### config.mk
export PLATFORM = sky130hd
export DESIGN_NAME = uart_rx_fifo
export DESIGN_NICKNAME = d
export VERILOG_FILES = /design/src/rtl/uart_rx_fifo.sv
export SDC_FILE = /design/constraint.sdc
export NUM_CORES = 1
export LEC_CHECK = 0
export ABC_CLOCK_PERIOD_IN_PS = 3700
export BUFFER_PORTS_ARGS = -buffer_cell sky130_fd_sc_hd__buf_2
export CELL_PAD_IN_SITES_DETAIL_PLACEMENT = 0
export CELL_PAD_IN_SITES_GLOBAL_PLACEMENT = 1
export CORE_MARGIN = 4
export CORE_UTILIZATION = 34
export CTS_CLUSTER_DIAMETER = 200
export DETAILED_ROUTE_END_ITERATION = 8
export PLACE_DENSITY_LB_ADDON = 0.1
export SYNTH_ARGS = -nofsm -noshare
export SYNTH_HDL_FRONTEND = slang
export SYNTH_SLANG_ARGS = --single-unit
### constraint.sdc
create_clock -name i_clk -period 3.7 [get_ports i_clk]
set_input_delay 0.555 -clock i_clk [delete_from_list [all_inputs] [get_ports i_clk]]
set_output_delay 0.555 -clock i_clk [all_outputs]
set_load 0.05 [all_outputs]
### src/rtl/uart_rx_fifo.sv
// UART receive buffer: FWFT circular FIFO with occupancy, sticky overflow and saturating error count.
// Data appears one edge after push; full+push without pop drops the byte. Build option: UART_RX_ERR_TAG_EN.
module uart_rx_fifo #(
    parameter int DATA_WIDTH    = 8,
    parameter int DEPTH         = 16,
    parameter int ERR_CNT_WIDTH = 8
) (
    input  logic                       i_clk,
    input  logic                       i_rst,
    input  logic [DATA_WIDTH-1:0]      i_rx_data,
    input  logic                       i_rx_valid,
    input  logic                       i_rx_error,
    output logic [DATA_WIDTH-1:0]      o_rd_data,
    output logic                       o_rd_error,
    output logic                       o_rd_valid,
    input  logic                       i_rd_ready,
    output logic [$clog2(DEPTH):0]     o_count,
    output logic                       o_full,
    output logic                       o_overflow,
    input  logic                       i_clr_overflow,
    output logic [ERR_CNT_WIDTH-1:0]   o_err_cnt
);

    localparam int PTR_W = $clog2(DEPTH);
    localparam int CNT_W = PTR_W + 1;
`ifdef UART_RX_ERR_TAG_EN
    localparam int ENTRY_W = DATA_WIDTH + 1;
`else
    localparam int ENTRY_W = DATA_WIDTH;
`endif

    logic [ENTRY_W-1:0] mem [DEPTH];
    logic [PTR_W-1:0]   wr_ptr;
    logic [PTR_W-1:0]   rd_ptr;
    logic [ENTRY_W-1:0] wr_entry;
    logic [ENTRY_W-1:0] head;
    logic               storable;
    logic               push_try;
    logic               push;
    logic               pop;
    logic               drop;

`ifdef UART_RX_ERR_TAG_EN
    assign storable   = 1'b1;
    assign wr_entry   = {i_rx_error, i_rx_data};
    assign o_rd_error = head[DATA_WIDTH];
`else
    // Errored bytes never reach storage in this build, so they cannot overflow either.
    assign storable   = ~i_rx_error;
    assign wr_entry   = i_rx_data;
    assign o_rd_error = 1'b0;
`endif

    assign head       = mem[rd_ptr];
    assign o_rd_data  = head[DATA_WIDTH-1:0];
    assign o_rd_valid = (o_count != '0);
    assign o_full     = (o_count == CNT_W'(DEPTH));

    assign push_try = i_rx_valid & storable;
    assign pop      = o_rd_valid & i_rd_ready;
    assign push     = push_try & (~o_full | pop);
    assign drop     = push_try & o_full & ~pop;

    always_ff @(posedge i_clk) begin
        if (push && !i_rst) begin
            mem[wr_ptr] <= wr_entry;
        end
    end

    always_ff @(posedge i_clk) begin
        if (i_rst) begin
            wr_ptr     <= '0;
            rd_ptr     <= '0;
            o_count    <= '0;
            o_overflow <= 1'b0;
            o_err_cnt  <= '0;
        end else begin
            if (push) begin
                wr_ptr <= wr_ptr + PTR_W'(1);
            end
            if (pop) begin
                rd_ptr <= rd_ptr + PTR_W'(1);
            end
            case ({push, pop})
                2'b10:   o_count <= o_count + CNT_W'(1);
                2'b01:   o_count <= o_count - CNT_W'(1);
                default: o_count <= o_count;
            endcase
            // A drop on the same edge as a clear keeps the flag set.
            if (drop) begin
                o_overflow <= 1'b1;
            end else if (i_clr_overflow) begin
                o_overflow <= 1'b0;
            end
            if (i_rx_valid && i_rx_error && !(&o_err_cnt)) begin
                o_err_cnt <= o_err_cnt + ERR_CNT_WIDTH'(1);
            end
        end
    end

endmodule

# == Yosys cells after proc, flatten, opt, wreduce, memory -nomap -nowiden ==
# Memories as Yosys holds them, arrays and structs flattened. A register that Yosys moved wholly into a read port is not among the register bits.
# Cells that the tools add are included.
# op_classes
mux,7
reduce_logical,9
add_sub_neg,5
n_bitwise,9
n_eq_ne,3
# ops
operator,count
5-bit case mux with 2 select lines,1
4-bit by 1-bit adder with 4-bit output (second input constant),2
8-bit by 1-bit adder with 8-bit output (second input constant),1
4-bit 2-to-1 mux,2
8-bit AND reduction,1
5-bit by 1-bit adder with 5-bit output (second input constant),1
1-bit bitwise AND,5
5-bit == test (second input constant),1
5-bit nonzero test,1
5-bit by 1-bit subtractor with 5-bit output (second input constant),1
1-bit 2-to-1 mux,4
2-bit nonzero test,2
1-bit logical AND,3
1-bit NOT,3
2-bit by 1-bit == test with 1-bit output (second input constant),1
2-bit == test (second input constant),1
1-bit zero test,2
1-bit bitwise OR,1
# totals
input_bits,14
reg_bits,22
n_memories,1
mem_bits_rw,128
# mem_list
memory,words,word_bits,rd,rd_clocked_by_memory_dff,wr,line_no,text
mem,16,8,1,1,1,32,logic [ENTRY_W-1:0] mem [DEPTH];

# == Longest topological paths before layout ==
# depth
ltp_word,7
ltp_mapped,10
depth_no_buf,9

# == Worst setup path after synthesis ==
# OpenSTA, ideal clock, no wires.
# synth_timing
path_kind,reg2reg
startpoint,reg o_count[1]
endpoint,reg o_count[4]
period_less_slack_ns,2.614
setup_slack_ns,1.086
arrival_time_ns,2.486
setup_ns,0.128
required_ns,3.572
stages_incl_launch_ff,11
cell_sequence,dfxtp_1 -> buf_6 -> nor4_4 -> a211oi_4 -> xor2_1 -> ha_1 -> or3_2 -> a21oi_1 -> a32oi_1 -> xnor2_1 -> nor2_1
# synth_between
elab_chain_len,6
word_cells_on_any_way,12
# synth_lines
item,line_no,text
"start, declared",17,"output logic [$clog2(DEPTH):0] o_count,"
"start signal, assigned",85,2'b10: o_count <= o_count + CNT_W'(1);
"start signal, assigned",86,2'b01: o_count <= o_count - CNT_W'(1);
"start signal, assigned",87,default: o_count <= o_count;
5-bit nonzero test / 5-bit == test (equally long branches),"56, 57",
1-bit bitwise AND / 1-bit NOT (equally long branches),"60, 61",
1-bit bitwise OR,61,assign push = push_try & (~o_full | pop);
1-bit bitwise AND,61,
2-bit by 1-bit == test with 1-bit output / 2-bit == test (equally long branches),84,"case ({push, pop})"
5-bit case mux with 2 select lines / 2-bit nonzero test (equally long branches),-,
# Several ways; a longest one is shown, not always the timed one.
# A chain may end at the register's enable or synchronous reset.

==> impl_metrics.yaml <==
run_status:
  outcome: "finished, final reports clean"
finish:
  final_area_um2: 7277
  final_cells: 636
  final_common_cell: "edfxtp_1"
  antenna_cells: 0
  final_nets: 421
  fillers: 1631
  drive_gt1_share_pct: 32.60
  syn_to_final_growth_pct: 17.95
  final_cell_mix: "edfxtp_1 (128), mux4_2 (40), nor2_1 (40), buf_2 (37), dfxtp_1 (25)"
cts:
  clock-sinks: 154
  cts_setup_buffers: 0
  cts_buffer_depth: 2
  hold_buffers: 0
  cts_root_buf: "clkbuf_16"
  insertion_delay_ns: 0.42
  numCtsBuffers: 17
  cts_resized: 0
  clk_pin_slew_ns: 0.06
  cts_max_level: 4
  tritoncts: "done"
synthesis:
  ys_seq_area_share_pct: 70.74
  netlist_instances: 339
  yosys_warnings: 0
  syn_avg_cell_area_um2: 18.20
  synth_nets: 361
  synth_seq_cells: 154
  ys.flop_type: "edfxtp_1"
  netlist_area_um2: 6170
  ys_async_sr_fraction_pct: 0
  synth_edf_count: 128
  ys_types: 41
worst_setup_path:
  worstReg2RegStart: "o_count[1]$_SDFFE_PP0P_"
  crit_required_ns: 3.14
  critPathMaxFanout: 32
  start_kind: "register"
  cp_data_arrival_time_ns: 2.35
  critPathKind: "reg2out"
  r2r_cells: 9
  endpoint: "o_rd_data[6]"
  r2r_setup_slack_ns: 1.17
  crit_path_end_kind: "output pin"
  r2r_end: "o_count[4]$_SDFFE_PP0P_"
routing:
  initialDrtViolationCount: 128
  firstDrtPassIters: 4
  routed_wl_um: 13270
  vias: 3109
  ant_nets: 0
  drcViolationCount: 0
  vias_per_cell: 4.888
  routedWlPerCell_um: 20.87
die:
  die_h_um: 142.7
  core_area_um2: 17540
  std_cell_rows: 48
  die_x_um: 142.7
  start_util_pct: 35.18
  io_pins: 39
  dieArea_um2: 20360
timing:
  tightest_slew_ns: 0.7868
  finalSetupTns_ns: 0
  skew_ns: 0.01131
  fin_ws_ns: 0.7955
  finalSetupViolCount: 0
  fmax_mhz: 344.3
  final_max_slew_viol_count: 0
  period_share_pct: 78.50
  rsz0062_at_grt: "no"
  hold_viol: 0
  timing.slew.headroom_pct: 47.35
  period_needed_ns: 2.905
global_route:
  grt_first_pass_wirelength_um: 20130
  track_usage_pct: 13.87
  grt_max_degree: 33
  grt_pass1_vias: 3284
  overflow: 0
  antenna_found_initial: 0
place:
  place.gp.congestion: 0.7639
  pre_cts_slack_ns: 1.063
  dpl.cell_count: 605
  portBuffers: 37
  placed_cell_area_um2: 6716
  place_hpwl_um: 8442
min_path:
  hold_class: "in2reg"
  hp-start: "i_clr_overflow"
power:
  power_leakage_nw: 2.409
  peakVddDrop_uv: 506.6
  p_per_area_nw_per_um2: 643.9
flow_run:
  cap_violations: 0
[worst min-delay path by stage]
stage | to | depth (start not counted)
floorplan | register | 2
finish | o_overflow$_SDFFE_PP0P_ | 4
global route | o_overflow$_SDFFE_PP0P_ | 4
detailed placement | o_overflow$_SDFFE_PP0P_ | 2
global placement | o_overflow$_SDFFE_PP0P_ | 2
CTS | o_overflow$_SDFFE_PP0P_ | 4
[routing by layer]
| layer | vias to the layer above | global-route usage (%) | part of all wire (%) |
|---|---|---|---|
| li1 | 1455 | - | - |
| met5 | - | 0 | 0 |
| met1 | 1576 | 17.36 | 43 |
| met4 | 0 | 4.652 | 1.4 |
| met2 | 63 | 23.57 | 52 |
| met3 | 15 | 3.516 | 3.6 |
[synthesized netlist by cell type (all sizes together) (3+ instances only)]
cell    instances  area share [%]
a21oi          10             1.2
buf             8            0.75
clkbuf          6            0.37
dfxtp          26             8.4
edfxtp        128              62
ha              8             1.6
inv             6            0.37
mux2i           3            0.49
mux4           40              15
nand2          13            0.79
nand3           4            0.32
nand4           4            0.41
nor2           40             2.4
o21ai           4            0.51
or3             4            0.45
xnor2           6            0.85
xor2            9             1.3
[cells by family after synthesis]
kind of cell | after synthesis | share of synthesized area, %
flops | 154 | 70.74
simple gates | 75 | 5.861
mux | 43 | 15.09
compound gates | 23 | 3.022
buf+inv | 20 | 1.480
xor+xnor | 15 | 2.129
fa+ha+maj | 8 | 1.622
other cells | 1 | 0.06078
[metrics by stage]
stage,hold WS (ns),utilization [%],power (mW)
after floorplan,0.4589,-,2.874
after global routing,0.4386,41.50,4.901
final,0.4189,41.50,4.686
after global placement,0.4786,38.30,3.112
after detailed placement,0.4770,38.30,3.106
after CTS,0.4063,41.50,4.759
[state kept, by name (all words and copies together) (netlist names), named ones only]
name / cells
o_err_cnt: 8
o_overflow: 1
wr_ptr: 4
o_count: 5
mem: 128
rd_ptr: 4
[power by group]
group	internal (mW)	total (mW)	leakage, nW	switching, mW
Sequential	1.92	1.99	1.36	0.0654
Clock	0.984	1.64	0.266	0.657
Combinational	0.415	1.06	0.780	0.641
[final cells by class]
class	count	area [um2]	area share [%]
tap	225	281.5	3.869
clock inverter	12	127.6	1.754
inverter	6	22.52	0.3095
sequential	154	4365	59.99
clock buffer	19	432.9	5.949
timing repair buffer	55	332.8	4.574
multi-input combinational	165	1714	23.56
[worst max-delay path: stages (launching register included)]
cell	delay (ns)
dfxtp_2	0.34
buf_12	0.27
mux4_2	0.56
mux4_2	0.50
buf_2	0.23
Power figures use the tool's default switching activity.
